==> config.mk <==
export PLATFORM = sky130hd
export DESIGN_NAME = systolic_skew_feeder
export DESIGN_NICKNAME = d
export VERILOG_FILES = /design/src/rtl/systolic_skew_feeder.sv
export SDC_FILE = /design/constraint.sdc
export NUM_CORES = 1
export LEC_CHECK = 0
export BUFFER_PORTS_ARGS = -buffer_cell sky130_fd_sc_hd__buf_2
export CORE_ASPECT_RATIO = 1.5
export CORE_MARGIN = 8
export CORE_UTILIZATION = 30
export DETAILED_ROUTE_END_ITERATION = 6
export PLACE_DENSITY_LB_ADDON = 0.1
export SYNTH_ARGS = -nofsm -noshare
export SYNTH_HDL_FRONTEND = slang
export SYNTH_SLANG_ARGS = --single-unit
==> constraint.sdc <==
create_clock -name clk_i -period 3.5 [get_ports clk_i]
set_clock_uncertainty 0.15 [all_clocks]
set_input_delay 0.7 -clock clk_i [delete_from_list [all_inputs] [get_ports clk_i]]
set_output_delay 0.7 -clock clk_i [all_outputs]
set_load 0.005 [all_outputs]
==> src/rtl/systolic_skew_feeder.sv <==
// Source-side sequencer for a 4x4 systolic multiplier: stores operand matrices A and B
// and replays them as a diagonally skewed left/top edge stream followed by zero flush slots.
module systolic_skew_feeder #(
  parameter int DATA_WIDTH = 32,
  parameter int FLUSH      = 3
) (
  input  logic                  clk_i,
  input  logic                  rst_ni,
  input  logic                  wr_en_i,
  input  logic                  wr_sel_i,
  input  logic [3:0]            wr_addr_i,
  input  logic [DATA_WIDTH-1:0] wr_data_i,
  input  logic                  start_i,
  output logic [DATA_WIDTH-1:0] left_o_0,
  output logic [DATA_WIDTH-1:0] left_o_4,
  output logic [DATA_WIDTH-1:0] left_o_8,
  output logic [DATA_WIDTH-1:0] left_o_12,
  output logic [DATA_WIDTH-1:0] up_o_0,
  output logic [DATA_WIDTH-1:0] up_o_1,
  output logic [DATA_WIDTH-1:0] up_o_2,
  output logic [DATA_WIDTH-1:0] up_o_3,
  output logic                  valid_o,
  output logic                  busy_o,
  output logic                  done_o
);

  localparam int TW = 5;
  localparam int L  = 7 + FLUSH;
  localparam logic [TW-1:0] LAST = TW'(L - 1);

  typedef enum logic [1:0] {
    IDLE,
    STREAM,
    DONE
  } state_e;

  state_e state_q, state_d;
  logic [TW-1:0] t_q, t_d;
  logic [TW-1:0] slot_sel;
  logic          emit;

  logic [DATA_WIDTH-1:0] a_q [16];
  logic [DATA_WIDTH-1:0] a_d [16];
  logic [DATA_WIDTH-1:0] b_q [16];
  logic [DATA_WIDTH-1:0] b_d [16];
  logic [DATA_WIDTH-1:0] left_q [4];
  logic [DATA_WIDTH-1:0] left_d [4];
  logic [DATA_WIDTH-1:0] up_q [4];
  logic [DATA_WIDTH-1:0] up_d [4];

  // Sequencing: the matrix write is folded into a_d/b_d so slot 0 sees a same-edge write.
  always_comb begin
    state_d  = state_q;
    t_d      = t_q;
    a_d      = a_q;
    b_d      = b_q;
    slot_sel = '0;
    emit     = 1'b0;
    case (state_q)
      IDLE: begin
        if (wr_en_i) begin
          if (wr_sel_i) b_d[wr_addr_i] = wr_data_i;
          else          a_d[wr_addr_i] = wr_data_i;
        end
        if (start_i) begin
          state_d  = STREAM;
          t_d      = '0;
          slot_sel = '0;
          emit     = 1'b1;
        end
      end
      STREAM: begin
        if (t_q == LAST) begin
          state_d = DONE;
          t_d     = '0;
        end else begin
          t_d      = t_q + TW'(1);
          slot_sel = t_q + TW'(1);
          emit     = 1'b1;
        end
      end
      DONE: begin
        state_d = IDLE;
      end
      default: begin
        state_d = IDLE;
      end
    endcase
  end

  // Slot t puts A[r][t-r] on row r and B[t-c][c] on column c; k is the diagonal offset.
  always_comb begin
    for (int r = 0; r < 4; r++) begin
      left_d[r] = '0;
      up_d[r]   = '0;
    end
    if (emit) begin
      for (int r = 0; r < 4; r++) begin
        for (int k = 0; k < 4; k++) begin
          if (int'(slot_sel) == r + k) begin
            left_d[r] = a_d[4'(4 * r + k)];
            up_d[r]   = b_d[4'(4 * k + r)];
          end
        end
      end
    end
  end

  always_ff @(posedge clk_i) begin
    if (!rst_ni) begin
      state_q <= IDLE;
      t_q     <= '0;
      for (int i = 0; i < 16; i++) begin
        a_q[i] <= '0;
        b_q[i] <= '0;
      end
      for (int r = 0; r < 4; r++) begin
        left_q[r] <= '0;
        up_q[r]   <= '0;
      end
    end else begin
      state_q <= state_d;
      t_q     <= t_d;
      for (int i = 0; i < 16; i++) begin
        a_q[i] <= a_d[i];
        b_q[i] <= b_d[i];
      end
      for (int r = 0; r < 4; r++) begin
        left_q[r] <= left_d[r];
        up_q[r]   <= up_d[r];
      end
    end
  end

  assign left_o_0  = left_q[0];
  assign left_o_4  = left_q[1];
  assign left_o_8  = left_q[2];
  assign left_o_12 = left_q[3];
  assign up_o_0    = up_q[0];
  assign up_o_1    = up_q[1];
  assign up_o_2    = up_q[2];
  assign up_o_3    = up_q[3];

  assign valid_o = (state_q == STREAM);
  assign busy_o  = (state_q != IDLE);
  assign done_o  = (state_q == DONE);

endmodule

==> results.ini <==
[worst_setup_path]
startpoint_type=flop
cp_data_arrival_time_ns=3.63
critical_path_required_ns=3.87
r2r_slack_ns=0.24
critical_path_class=reg2reg
crit_path_end_kind=flop
crit_fanout=18

[route]
wl_per_cell_um=21.19
drt_wl_total_mm=83.69
final_antenna_net_count=0
routed_via_density=4.737
drc_errors=0
dr.pass1.iters=5
vias=18710
dr.first_iter.drc_count=665

[floorplan]
dieArea_um2=102900
initial_utilization_pct=30.11
io_pins=300
core_um2=92390
die_w_um=264.7
die_y_um=389.0
rows=137

[sta]
layout_setup_ws_ns=0.2435
fmax_mhz=307.1
final.setup.tns_ns=0
rsz0062_at_grt=no
hold_violations=0
finalCriticalPeriod_ns=3.257
relSlewSlack_pct=34.10
tightestPinTransition_ns=0.9885
setup_violations=0
maxSlewViolCount=0
min_period_over_period_pct=93.04

[logic_synthesis]
synth_top_cell_area_share_pct=51.16
ys_ff_latch=711
async_flop_share_pct=0
synth_cells=2567
synth_edf_count=0
syn_area_um2=27820
ys.flop_type=dfxtp_1
yosysSeqAreaShare_pct=51.16
synth.top_cells.by_area=dfxtp_1 51%, mux2i_1 18%, nor2b_1 11%
yosysTopAreaCell=dfxtp_1
synth_cell_types=50
synth_warnings=0
syn_area_per_cell_um2=10.84

[clock_network]
cts_tree=yes
cts.sinks=711
cts_buffers=75
htreeDepth=3
clk_latency_ns=0.66
cts.clk_slew.worst_paths_ns=0.06
clk_path_buf_depth=3
cts-root-buf=clkbuf_16

[finish]
postLayoutCoreUtil_pct=35.07
fin_nets=2753
antenna_cells=0
syn_to_final_growth_pct=16.47
final_common_cell=dfxtp_1
drive_gt1_share_pct=15.97
fillers=9249
layout_common_cells=711 x dfxtp_1, 513 x mux2i_1, 488 x nor2b_1
fin_cells=3949

[placement]
gp_congestion=0.7069
hpwl_mm=52.29
place_inst=3814
pre_cts_slack_ns=0.2058
portBuffers=235

[power]
internal_power_uw=12940
power.density_nw_per_um2=522.5
seqPwrFrac_pct=48.2
p_sw_share_pct=23.60
vdd_drop_max_mv=0.3228
power_frac_clock_pct=46.9
p_switching_uw=3997
total_leakage_power_uw=0.01407
combPwrFrac_pct=4.9

[global_routing]
track_usage_pct=15.96
grt_max_degree=230
grt_pass1_vias=19740
grt_pass1_wl_mm=126.4
overflow=0
antenna_found_initial=5

[flow_run]
maxCapViolCount=0

[outcome]
outcome=finished, final reports clean

[worst_hold_path]
hold_path.class=in2reg

-- stage by stage --
step                      total power [µW]  hold slack, ns  cell area (µm²)
final                                16930          0.2979            32410
after global routing                 17610          0.2737            32410
after CTS                            17250          0.2459            32400
after detailed placement              9181          0.3489            29970
after global placement                9168          0.3415            29970
after floorplan                       8887          0.3278            28060
-- layer usage --
layer	global-route usage (%)	vias to the layer above	wire length [µm]
met2	27.17	386	39740
li1	-	8954	-
met1	20.39	9262	38820
met4	4.817	0	1889
met5	0	-	0
met3	2.921	106	3239
-- cells by family after synthesis --
group	Yosys count	share of synthesized area [%]
muxes	513	18.46
AOI/OAI and AO/OA	303	9.021
DFF	711	51.16
and+or+nand+nor	739	15.75
other	1	0.01348
xor gates and xnor gates	1	0.03148
buffers and inverters	297	5.477
adders and majority gates	2	0.08993
-- flip-flops by register name (all words and copies together), names as in the netlist --
name,count
b_q,256
left_q,64
a_q,256
t_q,5
state_q,2
up_q,128
-- worst max-delay path, stage by stage, from the launching register on --
cell and delay, ns:
dfxtp_1 0.52, ha_1 0.42, nand3_1 0.15, mux2i_1 0.32
o2111a_1 0.45, nand2_2 0.34, buf_4 0.34, o32a_1 0.20
o21ai_1 0.21
-- worst paths after layout --
check | from | end | depth (start not counted)
max | t_q[0]$_SDFFE_PN0P_ | left_q[0][19]$_SDFF_PN0_ | 8
min | rst_ni | a_q[371]$_SDFF_PN0_ | 2
max reg2reg | t_q[0]$_SDFFE_PN0P_ | left_q[0][19]$_SDFF_PN0_ | 8
min reg2reg | a_q[437]$_SDFF_PN0_ | a_q[437]$_SDFF_PN0_ | 2
-- power by group through the flow --
| stage | logic (µW) | registers (µW) | clock network [µW] |
|---|---|---|---|
| floorplan | 558 | 8330 | 0 |
| global placement | 832 | 8340 | 0 |
| finish | 833 | 8160 | 7940 |
| global route | 902 | 8150 | 8560 |
| CTS | 845 | 8150 | 8250 |
| detailed placement | 844 | 8340 | 0 |
-- repair_timing --
item                                    CTS  global route
resized for setup                         0             1
setup buffers                             0             0
endpoints found under the setup margin    0             1
hold buffers                              0             0
endpoints found under the hold margin     0             0
-- synthesized netlist by cell type, types with 13 or more instances --
cell,n
o32a_1,32
o21ai_1,32
o22a_1,161
buf_2,72
o221ai_1,31
mux2i_1,513
dfxtp_1,711
buf_1,13
nor2_1,137
a22oi_1,30
and2b_1,29
nand2_1,19
buf_4,68
nor2b_1,488
clkbuf_1,133
and3_1,33
-- final cells by class --
| cell class | count | area [µm²] | share of cell area (%) |
|---|---|---|---|
| repair buffers | 294 | 1867 | 5.761 |
| well taps | 1181 | 1478 | 4.560 |
| clock buffers | 111 | 2206 | 6.807 |
| multi-input cells | 1622 | 12380 | 38.19 |
| flip-flops and latches | 711 | 14230 | 43.92 |
| inverters | 6 | 22.52 | 0.06950 |
| clock inverters | 24 | 222.7 | 0.6873 |
Power figures use the tool's default switching activity.
